===== src/rtl/ps2_matrix_ctl.sv =====
// ps2_matrix_ctl
//   Sits between the PS/2 byte receiver and the scan2matrix translator.
//   It strips E0/F0 prefixes and tracks shift/ctrl/rus itself. Every other
//   scancode goes to the translator, one at a time. The translated cells are
//   held in a small key table. That table drives a Vector-06C 8x8 keyboard
//   matrix that the CPU reads through rowselect/rowbits.
//
// Ports
//   c, reset_n             clock, asynchronous active-low reset
//   rx_data, rx_valid      received PS/2 byte and its one-cycle strobe
//   tr_scancode/shift/rus  request presented to the translator
//   tr_row/col/xshift/err  translator result, registered one cycle later
//   rowselect, rowbits     CPU matrix scan, both active-low
//   key_shift/ctrl/rus     Vector modifier lines, active-high
//   busy                   sequencer is not in READY; bytes are dropped
//   o_blkvvod, o_blksbr    reset-request pulses (F11 / F12)
//
// Build option
//   KBD_RESETKEYS_EN  when defined, the makes of F11 (78) and F12 (07) pulse
//                     o_blkvvod / o_blksbr instead of reaching the translator.
//
// Handshake: rx_valid is a one-cycle strobe with no back-pressure. A byte is
// taken only while busy=0; a byte strobed while busy=1 is lost without
// touching the prefix flags.
module ps2_matrix_ctl #(
    parameter int SLOTS = 4
) (
    input  logic       c,
    input  logic       reset_n,
    input  logic [7:0] rx_data,
    input  logic       rx_valid,
    output logic [7:0] tr_scancode,
    output logic       tr_shift,
    output logic       tr_rus,
    input  logic [2:0] tr_row,
    input  logic [2:0] tr_col,
    input  logic       tr_xshift,
    input  logic       tr_error,
    input  logic [7:0] rowselect,
    output logic [7:0] rowbits,
    output logic       key_shift,
    output logic       key_ctrl,
    output logic       key_rus,
    output logic       busy,
    output logic       o_blkvvod,
    output logic       o_blksbr
);

    localparam logic [1:0] ST_READY = 2'd0;
    localparam logic [1:0] ST_XLAT  = 2'd1;
    localparam logic [1:0] ST_APPLY = 2'd2;

    logic [1:0]       state_q, state_d;
    logic             e0_q, e0_d;
    logic             f0_q, f0_d;
    logic             shift_held_q, shift_held_d;
    logic             ctrl_q, ctrl_d;
    logic             rus_q, rus_d;
    logic [7:0]       tr_scancode_q, tr_scancode_d;
    logic             tr_shift_q, tr_shift_d;
    logic             tr_rus_q, tr_rus_d;
    logic             brk_q, brk_d;

    // The key table. Each slot keeps the cell its make produced. A break can
    // therefore clear exactly that cell, even if the shift state changed.
    logic [SLOTS-1:0] slot_valid_q, slot_valid_d;
    logic [7:0]       slot_code_q [SLOTS];
    logic [7:0]       slot_code_d [SLOTS];
    logic [2:0]       slot_row_q  [SLOTS];
    logic [2:0]       slot_row_d  [SLOTS];
    logic [2:0]       slot_col_q  [SLOTS];
    logic [2:0]       slot_col_d  [SLOTS];
    logic [SLOTS-1:0] slot_xs_q, slot_xs_d;

    logic             hit;
    logic             placed;
    logic [7:0]       cell_or;
    logic             xs_any;

`ifdef KBD_RESETKEYS_EN
    logic             blkvvod_q, blkvvod_d;
    logic             blksbr_q, blksbr_d;
`endif

    always_comb begin
        state_d       = state_q;
        e0_d          = e0_q;
        f0_d          = f0_q;
        shift_held_d  = shift_held_q;
        ctrl_d        = ctrl_q;
        rus_d         = rus_q;
        tr_scancode_d = tr_scancode_q;
        tr_shift_d    = tr_shift_q;
        tr_rus_d      = tr_rus_q;
        brk_d         = brk_q;
        slot_valid_d  = slot_valid_q;
        slot_code_d   = slot_code_q;
        slot_row_d    = slot_row_q;
        slot_col_d    = slot_col_q;
        slot_xs_d     = slot_xs_q;
        hit           = 1'b0;
        placed        = 1'b0;
`ifdef KBD_RESETKEYS_EN
        blkvvod_d     = 1'b0;
        blksbr_d      = 1'b0;
`endif
        case (state_q)
            ST_READY: begin
                if (rx_valid) begin
                    if (rx_data == 8'hE0) begin
                        e0_d = 1'b1;
                    end else if (rx_data == 8'hF0) begin
                        f0_d = 1'b1;
                    end else begin
                        e0_d = 1'b0;
                        f0_d = 1'b0;
                        if (rx_data == 8'h12 || rx_data == 8'h59) begin
                            // E0 12 is the fake shift sent around the
                            // extended keys, so it is ignored here.
                            if (!e0_q) shift_held_d = !f0_q;
                        end else if (rx_data == 8'h14) begin
                            ctrl_d = !f0_q;
                        end else if (rx_data == 8'h58) begin
                            rus_d = !f0_q;
`ifdef KBD_RESETKEYS_EN
                        end else if (rx_data == 8'h78) begin
                            blkvvod_d = !f0_q;
                        end else if (rx_data == 8'h07) begin
                            blksbr_d = !f0_q;
`endif
                        end else begin
                            tr_scancode_d = rx_data;
                            tr_shift_d    = shift_held_q;
                            tr_rus_d      = rus_q;
                            brk_d         = f0_q;
                            state_d       = ST_XLAT;
                        end
                    end
                end
            end
            ST_XLAT: begin
                // The translator registers its answer during this cycle.
                state_d = ST_APPLY;
            end
            ST_APPLY: begin
                state_d = ST_READY;
                for (int i = 0; i < SLOTS; i++) begin
                    if (slot_valid_q[i] && slot_code_q[i] == tr_scancode_q) hit = 1'b1;
                end
                for (int i = 0; i < SLOTS; i++) begin
                    if (brk_q) begin
                        if (slot_valid_q[i] && slot_code_q[i] == tr_scancode_q)
                            slot_valid_d[i] = 1'b0;
                    end else if (!hit && !tr_error && !placed && !slot_valid_q[i]) begin
                        // The lowest free slot wins. A full table drops the make.
                        placed          = 1'b1;
                        slot_valid_d[i] = 1'b1;
                        slot_code_d[i]  = tr_scancode_q;
                        slot_row_d[i]   = tr_row;
                        slot_col_d[i]   = tr_col;
                        slot_xs_d[i]    = tr_xshift;
                    end
                end
            end
            default: state_d = ST_READY;
        endcase
    end

    always_ff @(posedge c or negedge reset_n) begin
        if (!reset_n) begin
            state_q       <= ST_READY;
            e0_q          <= 1'b0;
            f0_q          <= 1'b0;
            shift_held_q  <= 1'b0;
            ctrl_q        <= 1'b0;
            rus_q         <= 1'b0;
            tr_scancode_q <= 8'h00;
            tr_shift_q    <= 1'b0;
            tr_rus_q      <= 1'b0;
            brk_q         <= 1'b0;
            slot_valid_q  <= '0;
            slot_xs_q     <= '0;
            for (int i = 0; i < SLOTS; i++) begin
                slot_code_q[i] <= 8'h00;
                slot_row_q[i]  <= 3'd0;
                slot_col_q[i]  <= 3'd0;
            end
        end else begin
            state_q       <= state_d;
            e0_q          <= e0_d;
            f0_q          <= f0_d;
            shift_held_q  <= shift_held_d;
            ctrl_q        <= ctrl_d;
            rus_q         <= rus_d;
            tr_scancode_q <= tr_scancode_d;
            tr_shift_q    <= tr_shift_d;
            tr_rus_q      <= tr_rus_d;
            brk_q         <= brk_d;
            slot_valid_q  <= slot_valid_d;
            slot_xs_q     <= slot_xs_d;
            slot_code_q   <= slot_code_d;
            slot_row_q    <= slot_row_d;
            slot_col_q    <= slot_col_d;
        end
    end

`ifdef KBD_RESETKEYS_EN
    always_ff @(posedge c or negedge reset_n) begin
        if (!reset_n) begin
            blkvvod_q <= 1'b0;
            blksbr_q  <= 1'b0;
        end else begin
            blkvvod_q <= blkvvod_d;
            blksbr_q  <= blksbr_d;
        end
    end
    assign o_blkvvod = blkvvod_q;
    assign o_blksbr  = blksbr_q;
`else
    assign o_blkvvod = 1'b0;
    assign o_blksbr  = 1'b0;
`endif

    // Matrix readback is combinational, so the CPU sees a new rowselect at once.
    always_comb begin
        cell_or = 8'h00;
        xs_any  = 1'b0;
        for (int i = 0; i < SLOTS; i++) begin
            if (slot_valid_q[i]) begin
                if (!rowselect[slot_row_q[i]]) cell_or[slot_col_q[i]] = 1'b1;
                if (slot_xs_q[i]) xs_any = 1'b1;
            end
        end
    end

    assign rowbits     = ~cell_or;
    assign key_shift   = shift_held_q ^ xs_any;
    assign key_ctrl    = ctrl_q;
    assign key_rus     = rus_q;
    assign busy        = (state_q != ST_READY);
    assign tr_scancode = tr_scancode_q;
    assign tr_shift    = tr_shift_q;
    assign tr_rus      = tr_rus_q;

endmodule

===== config.mk =====
export PLATFORM = sky130hd
export DESIGN_NAME = ps2_matrix_ctl
export DESIGN_NICKNAME = d
export VERILOG_FILES = /design/src/rtl/ps2_matrix_ctl.sv
export SDC_FILE = /design/constraint.sdc
export NUM_CORES = 1
export LEC_CHECK = 0
export ABC_AREA = 1
export CELL_PAD_IN_SITES_DETAIL_PLACEMENT = 1
export CELL_PAD_IN_SITES_GLOBAL_PLACEMENT = 2
export CORE_MARGIN = 2
export CORE_UTILIZATION = 33
export CTS_CLUSTER_SIZE = 28
export DETAILED_ROUTE_END_ITERATION = 10
export PLACE_DENSITY_LB_ADDON = 0.1
export SYNTH_ARGS = -nofsm -noshare
export SYNTH_HDL_FRONTEND = slang
export SYNTH_SLANG_ARGS = --single-unit
export TNS_END_PERCENT = 100

===== constraint.sdc =====
create_clock -name c -period 1.88 [get_ports c]
set_clock_uncertainty 0.05 [all_clocks]
set_input_delay 0.376 -clock c [delete_from_list [all_inputs] [get_ports c]]
set_output_delay 0.376 -clock c [all_outputs]
set_load 0.01 [all_outputs]

==> impl_metrics.tcl, run 1 <==
set metrics [dict create \
    run_status "finished, violations left" \
    violations "negative setup slack" \
    grt_pass1_vias 5613 \
    crit_arrival_ns 1.92 \
    p_per_area_nw_per_um2 884 \
    final_cells 1018 \
    fillCellCount 1703 \
    syn_avg_cell_area_um2 7.23 \
    antenna_left 0 \
    crit_fanout 5 \
    critPathKind "reg2out" \
    clk_pin_slew_ns 0.07 \
    period_needed_ns 2.35 \
    final_max_slew_viol_count 0 \
    synth_fa_ha_area_share_pct 0 \
    num_rows 44 \
    final_cell_mix "nand2_1, buf_4, nand2_2, dfrtp_1, inv_1" \
    power_mw 6.80 \
    rr_worst_depth 14 \
    synth-main-ff-cell "dfrtp_1" \
    layout.nets 856 \
    synth-simple-area-share_pct 39.2 \
    synth_top_family_by_area "simple AND/OR/NAND/NOR gates" \
    viasPerCell 5.14 \
    met1_length_um 8050 \
    gp_congestion 0.896 \
    ir_drop_v 0.000540 \
    hp-class "in2async" \
    first_pass_iters 4 \
    worstSetupEndpointType "primary output" \
    ios 51 \
    die_h_um 125 \
    clk_latency_ns 0.35 \
    die-area_um2 15600 \
    grt.overflow.total 0 \
    place_area_um2 6110 \
    ctsHoldBuffers 0 \
    synth_seq_area_share_pct 42.4 \
    cts.sinks 82 \
    area_growth_pct 59.0 \
    max_slew.worst_pin.slew_ns 0.561 \
    fin_ws_ns -0.467 \
    startpoint_type "flip-flop" \
    dpl.cell_count 961 \
    syn-cell-area_um2 4840 \
    ys_async_sr_fraction_pct 100 \
    setup_violations 73 \
    finalInstanceArea_um2 7690 \
    synthXorXnorAreaFrac_pct 1.63 \
    yosysUniqueCellTypes 36 \
    clock-root-buffer "clkbuf_16" \
    layout.cells.most_common "nand2_1" \
    start_util_pct 33.5 \
    max_freq_mhz 426 \
    multi_input_area_um2 3070 \
    dpl.hpwl_um 12000 \
    whs_ns 0.00350 \
    drt_iter0_drc 179 \
    dr_wl_met2_um 10400 \
    top_layer "met4" \
    synth_cells 669 \
    grt_max_degree 83 \
    regToRegSetupSlack_ns -0.33 \
    finalHoldViolations 0 \
    diodes 0 \
    synth.area.mux_share_pct 0.207 \
    vias 5236 \
    wl_um 19400 \
    fin_crit_sh_pct 125 \
    regArea_um2 2060 \
    timing.rr.end "slot_col_q[3]" \
    rr_startpoint "tr_scancode[0]" \
    fp.coreArea_um2 14400 \
    grt_util_all_layers_pct 24.9 \
    p_leak_nw 3.64 \
    drc 0 \
    final.setup.tns_ns -20.43 \
    synth_compound_area_share_pct 6.62 \
    max-slew-margin-rel_pct 62.5 \
    drive_gt1_share_pct 40.9 \
    grt_pass1_wl_um 30600 \
    cap_violations 0 \
    clockBufferDepth 2 \
    die_w_um 125 \
    rsz0062_at_grt "true" \
    routedWlPerCell_um 19.1 \
    synth_edf_count 0 \
    htree_levels 3 \
    antenna_found_initial 0 \
    ys_ff_latch 82 \
    cts_tree "built" \
    cts_buffers 9 \
    yosysWarnings 0 \
    io_buffers 48 \
    met3_length_um 463 \
    crit_required_ns 1.45 \
]
[what timing repair did]
| item | 4_1_cts | 5_1_grt |
|---|---|---|
| gates cloned | 8 | 0 |
| endpoints found under the hold margin | 0 | 0 |
| gates resized for setup | 178 | 120 |
| setup endpoints to repair | 80 | 86 |
| setup buffers | 26 | 15 |
| pin swaps | 52 | 66 |
[worst max-delay path, cell delays in order, from the launching register on]
cell and delay, ns:
dfrtp_2 0.41, buf_6 0.13, o211ai_1 0.20, nand3_1 0.10, and2_4 0.17, nor3_4 0.19
nand2_1 0.10, nand2_1 0.09, nor2_1 0.04, buf_2 0.13
[layer usage]
| metal | vias to the layer above | GRT usage, % |
|---|---|---|
| met4 | 0 | 10.1 |
| met2 | 77 | 45.1 |
| met1 | 2635 | 29.5 |
| met5 | - | 0 |
| met3 | 30 | 3.77 |
| li1 | 2494 | - |
[how the worst max path moves through the flow]
stage	from	end	cells past startpoint
global route	slot_row_q[9]	rowbits[3]	9
floorplan	slot_row_q[3]	rowbits[4]	8
finish	slot_row_q[9]	rowbits[2]	9
global placement	rowselect[6]	rowbits[1]	9
CTS	rowselect[1]	rowbits[6]	11
detailed placement	rowselect[2]	rowbits[0]	9
[cell usage after synthesis, types with 3 or more instances]
master	n	area [um^2]
o21ai_1	5	25.0
buf_4	13	97.6
inv_1	67	251
o22ai_1	3	18.8
inv_2	6	22.5
nor3_1	10	50.1
dfrtp_1	82	2050
a21oi_1	11	55.1
o211ai_1	8	60.1
xor2_1	6	52.6
nand4_1	40	250
clkbuf_1	8	30.0
buf_6	4	45.0
nor2_1	44	165
nand3_1	57	285
o21ai_0	27	135
xnor2_1	3	26.3
nand2_1	243	912
nor4_1	3	18.8
buf_2	6	30.0
[kinds of logic (layout without fill, tap and decap cells)]
group           Yosys count  count (layout)
compound gates           57              57
xor+xnor                  9               9
buf+inv                 104             265
flops                    82              82
mux                       1               1
other cells               1               2
simple gates            415             418
[sequential cells by signal, summed over array words and instances (netlist names)]
signal / flops
slot_xs_q: 4
tr_scancode: 8
slot_row_q: 12
brk_q: 1
key_ctrl: 1
slot_valid_q: 4
slot_col_q: 12
f0_q: 1
tr_shift: 1
key_rus: 1
e0_q: 1
tr_rus: 1
state_q: 2
slot_code_q: 32
shift_held_q: 1
[where the power goes]
part / total [mW] / switching [mW] / internal, mW
logic: 2.65 / 1.38 / 1.26
clock network: 1.94 / 0.775 / 1.16
registers: 2.21 / 0.260 / 1.95
[layout make-up]
cell class              count  area share (%)
well taps                 184            2.99
inverters                  73            3.66
multi-input cells         487            39.9
repair buffers            176            22.4
clock inverters             7            1.22
flip-flops and latches     82            26.8
clock buffers               9            2.93
[metrics by stage]
stage / setup WS [ns] / utilization, %
after floorplan: 0.0789 / -
after global placement: -0.852 / 42.4
after detailed placement: -0.926 / 42.4
after CTS: -0.480 / 50.4
after global routing: -0.561 / 53.3
final: -0.467 / 53.3
(Power assumes the default switching activity.)
==> run 2, diff against run 1 <==
--- a/config.mk
+++ b/config.mk
@@ -13,7 +13,7 @@
 export CTS_CLUSTER_SIZE = 28
 export DETAILED_ROUTE_END_ITERATION = 10
 export PLACE_DENSITY_LB_ADDON = 0.1
+export REMOVE_ABC_BUFFERS = 1
 export SYNTH_ARGS = -nofsm -noshare
 export SYNTH_HDL_FRONTEND = slang
 export SYNTH_SLANG_ARGS = --single-unit
-export TNS_END_PERCENT = 100
==> run 2 against run 1 <==
Against the previous run:
- global-route usage shrank 3.4 points
- wire length shrank 5.5%
- via count shrank 0.15%
- the run still ends with negative setup slack left
- setup slack lost 0.021 ns
- utilization shrank 1.3 points
- cell count shrank 0.20%
- register-to-register slack gained 0.15 ns
- critical endpoint is now rowbits[7]
- critical path depth shrank 1
==> impl_metrics.tcl, run 2 (synthesized netlist as in run 1, its figures left out) <==
set metrics [dict create \
    top_regs "slot_code_q: 32 flops, slot_col_q: 12 flops, slot_row_q: 12 flops" \
    clockBufferDepth 2 \
    drc 0 \
    period_needed_ns 2.37 \
    layout.cells.most_common "nand2_1" \
    area_growth_pct 55.2 \
    grt_pass1_vias 5317 \
    start_util_pct 33.5 \
    die_h_um 125 \
    p_sw_mw 2.35 \
    setup_violations 69 \
    antenna_left 0 \
    regMostFlops "slot_code_q" \
    groute.layer.met3.usage_pct 2.61 \
    io_buffers 48 \
    crit_required_ns 1.45 \
    regArea_um2 2060 \
    finalHoldViolations 0 \
    drive_gt1_share_pct 36.4 \
    min_from "tr_rus" \
    endpoint "rowbits[7]" \
    viasPerCell 5.15 \
    critPathKind "reg2out" \
    final_cells 1016 \
    fillCellCount 1721 \
    largest_reg_flops 32 \
    crit_arrival_ns 1.94 \
    grt.overflow.total 0 \
    final.setup.tns_ns -9.47 \
    rr_worst_depth 11 \
    layout.nets 855 \
    antenna_found_initial 0 \
    clk_latency_ns 0.35 \
    clk_pin_slew_ns 0.06 \
    rsz0062_at_grt "true" \
    dpl.hpwl_um 11800 \
    clockPowerShare_pct 26.8 \
    dpl.cell_count 955 \
    first_pass_iters 4 \
    violations "negative setup slack" \
    worstSetupEndpointType "primary output" \
    fp.coreArea_um2 14400 \
    crit_fanout 9 \
    diodes 0 \
    cp_slowest_cell "dfrtp_2" \
    seq_power_share_pct 33.4 \
    grt_max_degree 32 \
    ir_drop_v 0.000379 \
    switching_share_pct 35.8 \
    max_stage_delay_ns 0.47 \
    regToRegSetupSlack_ns -0.18 \
    vias 5228 \
    cpMostUsedCell "nor2_1" \
    multi_input_area_um2 2930 \
    timing.rr.end "slot_code_q[14]" \
    startpoint_type "flip-flop" \
    num_rows 44 \
    ios 51 \
    htree_levels 3 \
    final_cell_mix "nand2_1, buf_4, dfrtp_1" \
    run_status "finished, violations left" \
    crit_path_start "slot_row_q[3]" \
    routedWlPerCell_um 18.0 \
    die_w_um 125 \
    wl_um 18300 \
    internal-power_mw 4.22 \
    max_slew.worst_pin.slew_ns 0.543 \
    rr_startpoint "tr_scancode[4]" \
    clock-root-buffer "clkbuf_16" \
    final_max_slew_viol_count 0 \
    worstPathCellList "o211ai_1 > nand2_1 > o21ai_1 > buf_4 > nand4_1 > nor2_1 > nor2_1 > buf_2" \
    fin_crit_sh_pct 126 \
    die-area_um2 15600 \
    busiest_layer "met2" \
    max-slew-margin-rel_pct 63.7 \
    use_met2_pct 38.6 \
    cap_violations 0 \
    fin_ws_ns -0.488 \
    whs_ns 0.435 \
    p_per_area_nw_per_um2 876 \
    p_leak_nw 3.60 \
    cts.sinks 82 \
    grt_util_all_layers_pct 21.6 \
    hp-class "reg2reg" \
    gp_congestion 0.847 \
    combPwrFrac_pct 39.8 \
    grt_pass1_wl_um 27000 \
    use_met1_pct 26.0 \
    max_freq_mhz 422 \
    drt_iter0_drc 201 \
    cts_buffers 9 \
    cts_tree "built" \
]
==> run 2: changes by cell type in the layout (fill, tap and decap cells not counted), sizes merged <==
cell	before	now
dlygate4sd2	7	9
buf	137	134
dlymetal6s2s	4	2
nand2	249	248
clkinvlp	2	0
clkbuf	10	15
clkdlybuf4s15	1	0
clkdlybuf4s50	26	27
bufinv	2	1
dlygate4sd3	0	1
inv	73	72
==> run 2: cell type report <==
class / instances / share of cell area (%)
repair buffers: 176 / 22.6
flip-flops and latches: 82 / 27.5
clock inverters: 3 / 0.534
well taps: 184 / 3.07
multi-input cells: 486 / 39.1
clock buffers: 12 / 3.28
inverters: 73 / 3.89
==> run 2: how the worst min path moves through the flow <==
stage | to | depth (start not counted) | slack [ns]
detailed placement | tr_scancode[0] | 1 | 0.31
CTS | slot_code_q[23] | 2 | 0.42
global route | slot_code_q[4] | 2 | 0.47
floorplan | brk_q | 0 | 0.03
global placement | tr_scancode[0] | 1 | 0.30
finish | tr_rus | 2 | 0.43
==> run 2: through the flow <==
stage                     total power [mW]  cell area (um^2)  setup slack (ns)  utilization, %
after floorplan                       3.01              4640            -0.577               -
after global placement                3.89              6040            -0.876            41.9
after detailed placement              3.95              6040            -0.929            41.9
after CTS                             6.04              6740            -0.482            46.7
after global routing                  6.91              7500            -0.573            52.0
final                                 6.57              7500            -0.488            52.0
==> run 2: power groups by stage <==
stage          clock network (mW)  logic (mW)  registers, mW
6_report                     1.76        2.62           2.20
2_1_floorplan                   0       0.806           2.20
4_1_cts                      1.80        2.07           2.17
3_3_place_gp                    0        1.70           2.19
5_1_grt                      1.87        2.82           2.23
3_5_place_dp                    0        1.75           2.20
==> run 2: repair_timing <==
action                                 in CTS  in global routing
pin swaps                                  36                 71
setup endpoints to repair                  77                 85
resized for setup                         137                116
hold buffers                                1                  0
buffers inserted                           14                 23
cloned                                      4                  5
endpoints found under the hold margin      28                  0
==> run 2: layer usage <==
metal	vias to the layer above	wire length (um)
met5	-	0
met4	0	599
met3	36	561
met2	112	9840
met1	2596	7330
li1	2484	-
==> run 2: worst max-delay path, delay by kind of cell, from the launching register on <==
family          cells  cell delay, ns
buf+inv             2            0.32
compound gates      2            0.34
flops               1            0.47
simple gates        4            0.46
==> run 3, diff against run 2 <==
--- a/config.mk
+++ b/config.mk
@@ -8,11 +8,11 @@
 export ABC_AREA = 1
 export CELL_PAD_IN_SITES_DETAIL_PLACEMENT = 1
 export CELL_PAD_IN_SITES_GLOBAL_PLACEMENT = 2
-export CORE_MARGIN = 2
+export CORE_MARGIN = 3
 export CORE_UTILIZATION = 33
 export CTS_CLUSTER_SIZE = 28
 export DETAILED_ROUTE_END_ITERATION = 10
-export PLACE_DENSITY_LB_ADDON = 0.1
+export PLACE_DENSITY = 0.88
 export REMOVE_ABC_BUFFERS = 1
 export SYNTH_ARGS = -nofsm -noshare
 export SYNTH_HDL_FRONTEND = slang
==> run 3 against run 2 <==
Against the previous run:
- clock power grew 11%
- power grew 6.6%
- wire length grew 17%
- sequential power is essentially flat
- critical path type unchanged
- sequential share of layout area shrank 1.2 points
- non-clock buffer count grew 9
- setup slack gained 0.037 ns
- the run still ends with negative setup slack left
- register-to-register slack lost 0.05 ns
- cell count grew 0.49%
==> impl_metrics.tcl, run 3 (synthesized netlist as in run 1, its figures left out) <==
set metrics [dict create \
    critPathKind "reg2out" \
    cp_num_buf_inv 2 \
    worstPathCellList "buf_6 > o21ai_1 > nand2_1 > nand2_1 > nand2_4 > nor2_2 > nand2_1 > nand3_1 > nor2_1 > buf_2" \
    crit_required_ns 1.45 \
    htree_levels 3 \
    max-slew-margin-rel_pct 64.3 \
    die_h_um 127 \
    cts.sinks 82 \
    finalInstanceArea_um2 7840 \
    max_stage_delay_ns 0.47 \
    final_cell_mix "nand2_1, buf_4, dfrtp_1" \
    area_growth_pct 62.0 \
    violations "negative setup slack" \
    first_pass_iters 4 \
    cap_violations 0 \
    setup_violations 72 \
    crit_fanout 6 \
    final.setup.tns_ns -14.46 \
    wl_um 21400 \
    final_cells 1021 \
    fp.coreArea_um2 14100 \
    io_buffers 48 \
    rsz0062_at_grt "true" \
    worstSetupEndpointType "primary output" \
    power_mw 7.01 \
    fin_ws_ns -0.451 \
    hp-class "in2reg" \
    p_per_area_nw_per_um2 894 \
    gp_congestion 0.878 \
    startpoint_type "flip-flop" \
    place_area_um2 6000 \
    grt_pass1_wl_um 32000 \
    antenna_left 0 \
    antenna_found_initial 0 \
    diodes 0 \
    top_regs "slot_code_q: 32 flops, slot_col_q: 12 flops, slot_row_q: 12 flops" \
    grt.overflow.total 0 \
    grt_max_degree 35 \
    routedWlPerCell_um 21.0 \
    max_slew.worst_pin.slew_ns 0.534 \
    dpl.hpwl_um 11800 \
    largest_reg_flops 32 \
    pre_cts_slack_ns -0.974 \
    clk_pin_slew_ns 0.06 \
    max_freq_mhz 429 \
    finalHoldViolations 0 \
    finish.utilization_pct 55.6 \
    dpl.cell_count 945 \
    cts_buffers 9 \
    cp_slowest_cell "dfrtp_2" \
    ios 51 \
    start_util_pct 34.3 \
    path_delay_family "simple AND/OR/NAND/NOR gates" \
    cpMostUsedCell "nand2_1" \
    regMostFlops "slot_code_q" \
    clockBufferDepth 2 \
    clock-root-buffer "clkbuf_16" \
    period_needed_ns 2.33 \
    die_w_um 127 \
    grt_util_all_layers_pct 25.3 \
    layout.cells.most_common "nand2_1" \
    final_max_slew_viol_count 0 \
    grt_pass1_vias 6019 \
    ir_drop_v 0.000565 \
    fin_crit_sh_pct 124 \
    whs_ns 0.430 \
    crit_arrival_ns 1.91 \
    die-area_um2 16100 \
    clk_latency_ns 0.35 \
    viasPerCell 5.41 \
    num_rows 43 \
    vias 5521 \
    drt_iter0_drc 304 \
    cts_tree "built" \
    run_status "finished, violations left" \
    p_leak_nw 3.73 \
    drc 0 \
    layout.nets 864 \
    drive_gt1_share_pct 42.2 \
]
[run 3: cell types whose count changed in the layout (fill, tap and decap cells not counted), moves of 4 or more]
cell,before,now
nand3_2,31,35
o21ai_2,5,9
inv_1,58,52
dlygate4sd2_1,9,13
nand2_2,31,51
o21ai_1,12,6
nand2_4,6,17
buf_8,3,11
nor2_2,11,7
buf_4,90,95
inv_2,9,18
nand2_1,207,177
clkdlybuf4s50_1,27,21
[run 3: layout make-up]
| class | instances | area [um^2] |
|---|---|---|
| repair buffers | 185 | 1810 |
| fillers | 1671 | 6260 |
| clock inverters | 2 | 60.1 |
| flip-flops and latches | 82 | 2060 |
| well taps | 180 | 225 |
| inverters | 73 | 282 |
| clock buffers | 13 | 260 |
| multi-input cells | 486 | 3130 |
[run 3: routing by layer]
| metal | global-route usage (%) | share of wire [%] | vias up |
|---|---|---|---|
| li1 | - | - | 2512 |
| met1 | 28.7 | 38 | 2757 |
| met2 | 46.1 | 53 | 174 |
| met3 | 3.55 | 4.1 | 78 |
| met4 | 13.0 | 4.7 | 0 |
| met5 | 0 | 0 | - |
[run 3: power by group]
part,switching (mW),internal (mW),leakage [nW],total [mW]
combinational,1.51,1.31,2.48,2.82
clock,0.724,1.23,0.156,1.95
sequential,0.283,1.95,1.09,2.23
[run 3: final timing paths]
check | start | end | slack (ns) | cells after the start
max in group asynchronous | reset_n | slot_valid_q[2] | 0.77 | 3
worst max register to register | tr_scancode[5] | slot_col_q[6] | -0.23 | 15
worst min-delay path | rx_data[7] | tr_scancode[7] | 0.43 | 4
min in group asynchronous | reset_n | key_rus | 0.47 | 2
worst max-delay path | slot_row_q[6] | rowbits[7] | -0.45 | 10
worst min register to register | f0_q | key_rus | 0.45 | 1
[run 3: what timing repair did]
item | in CTS | in global routing
pin swaps | 84 | 61
setup endpoints to repair | 80 | 87
endpoints found under the hold margin | 32 | 0
gates resized for setup | 214 | 122
hold buffers | 1 | 0
setup buffers | 39 | 16
cloned | 9 | 1
[run 3: worst min-delay path, delay by kind of cell]
| kind | cells | cell delay, ns |
|---|---|---|
| buffers and inverters | 3 | 0.33 |
| AO/OA/AOI/OAI | 1 | 0.07 |
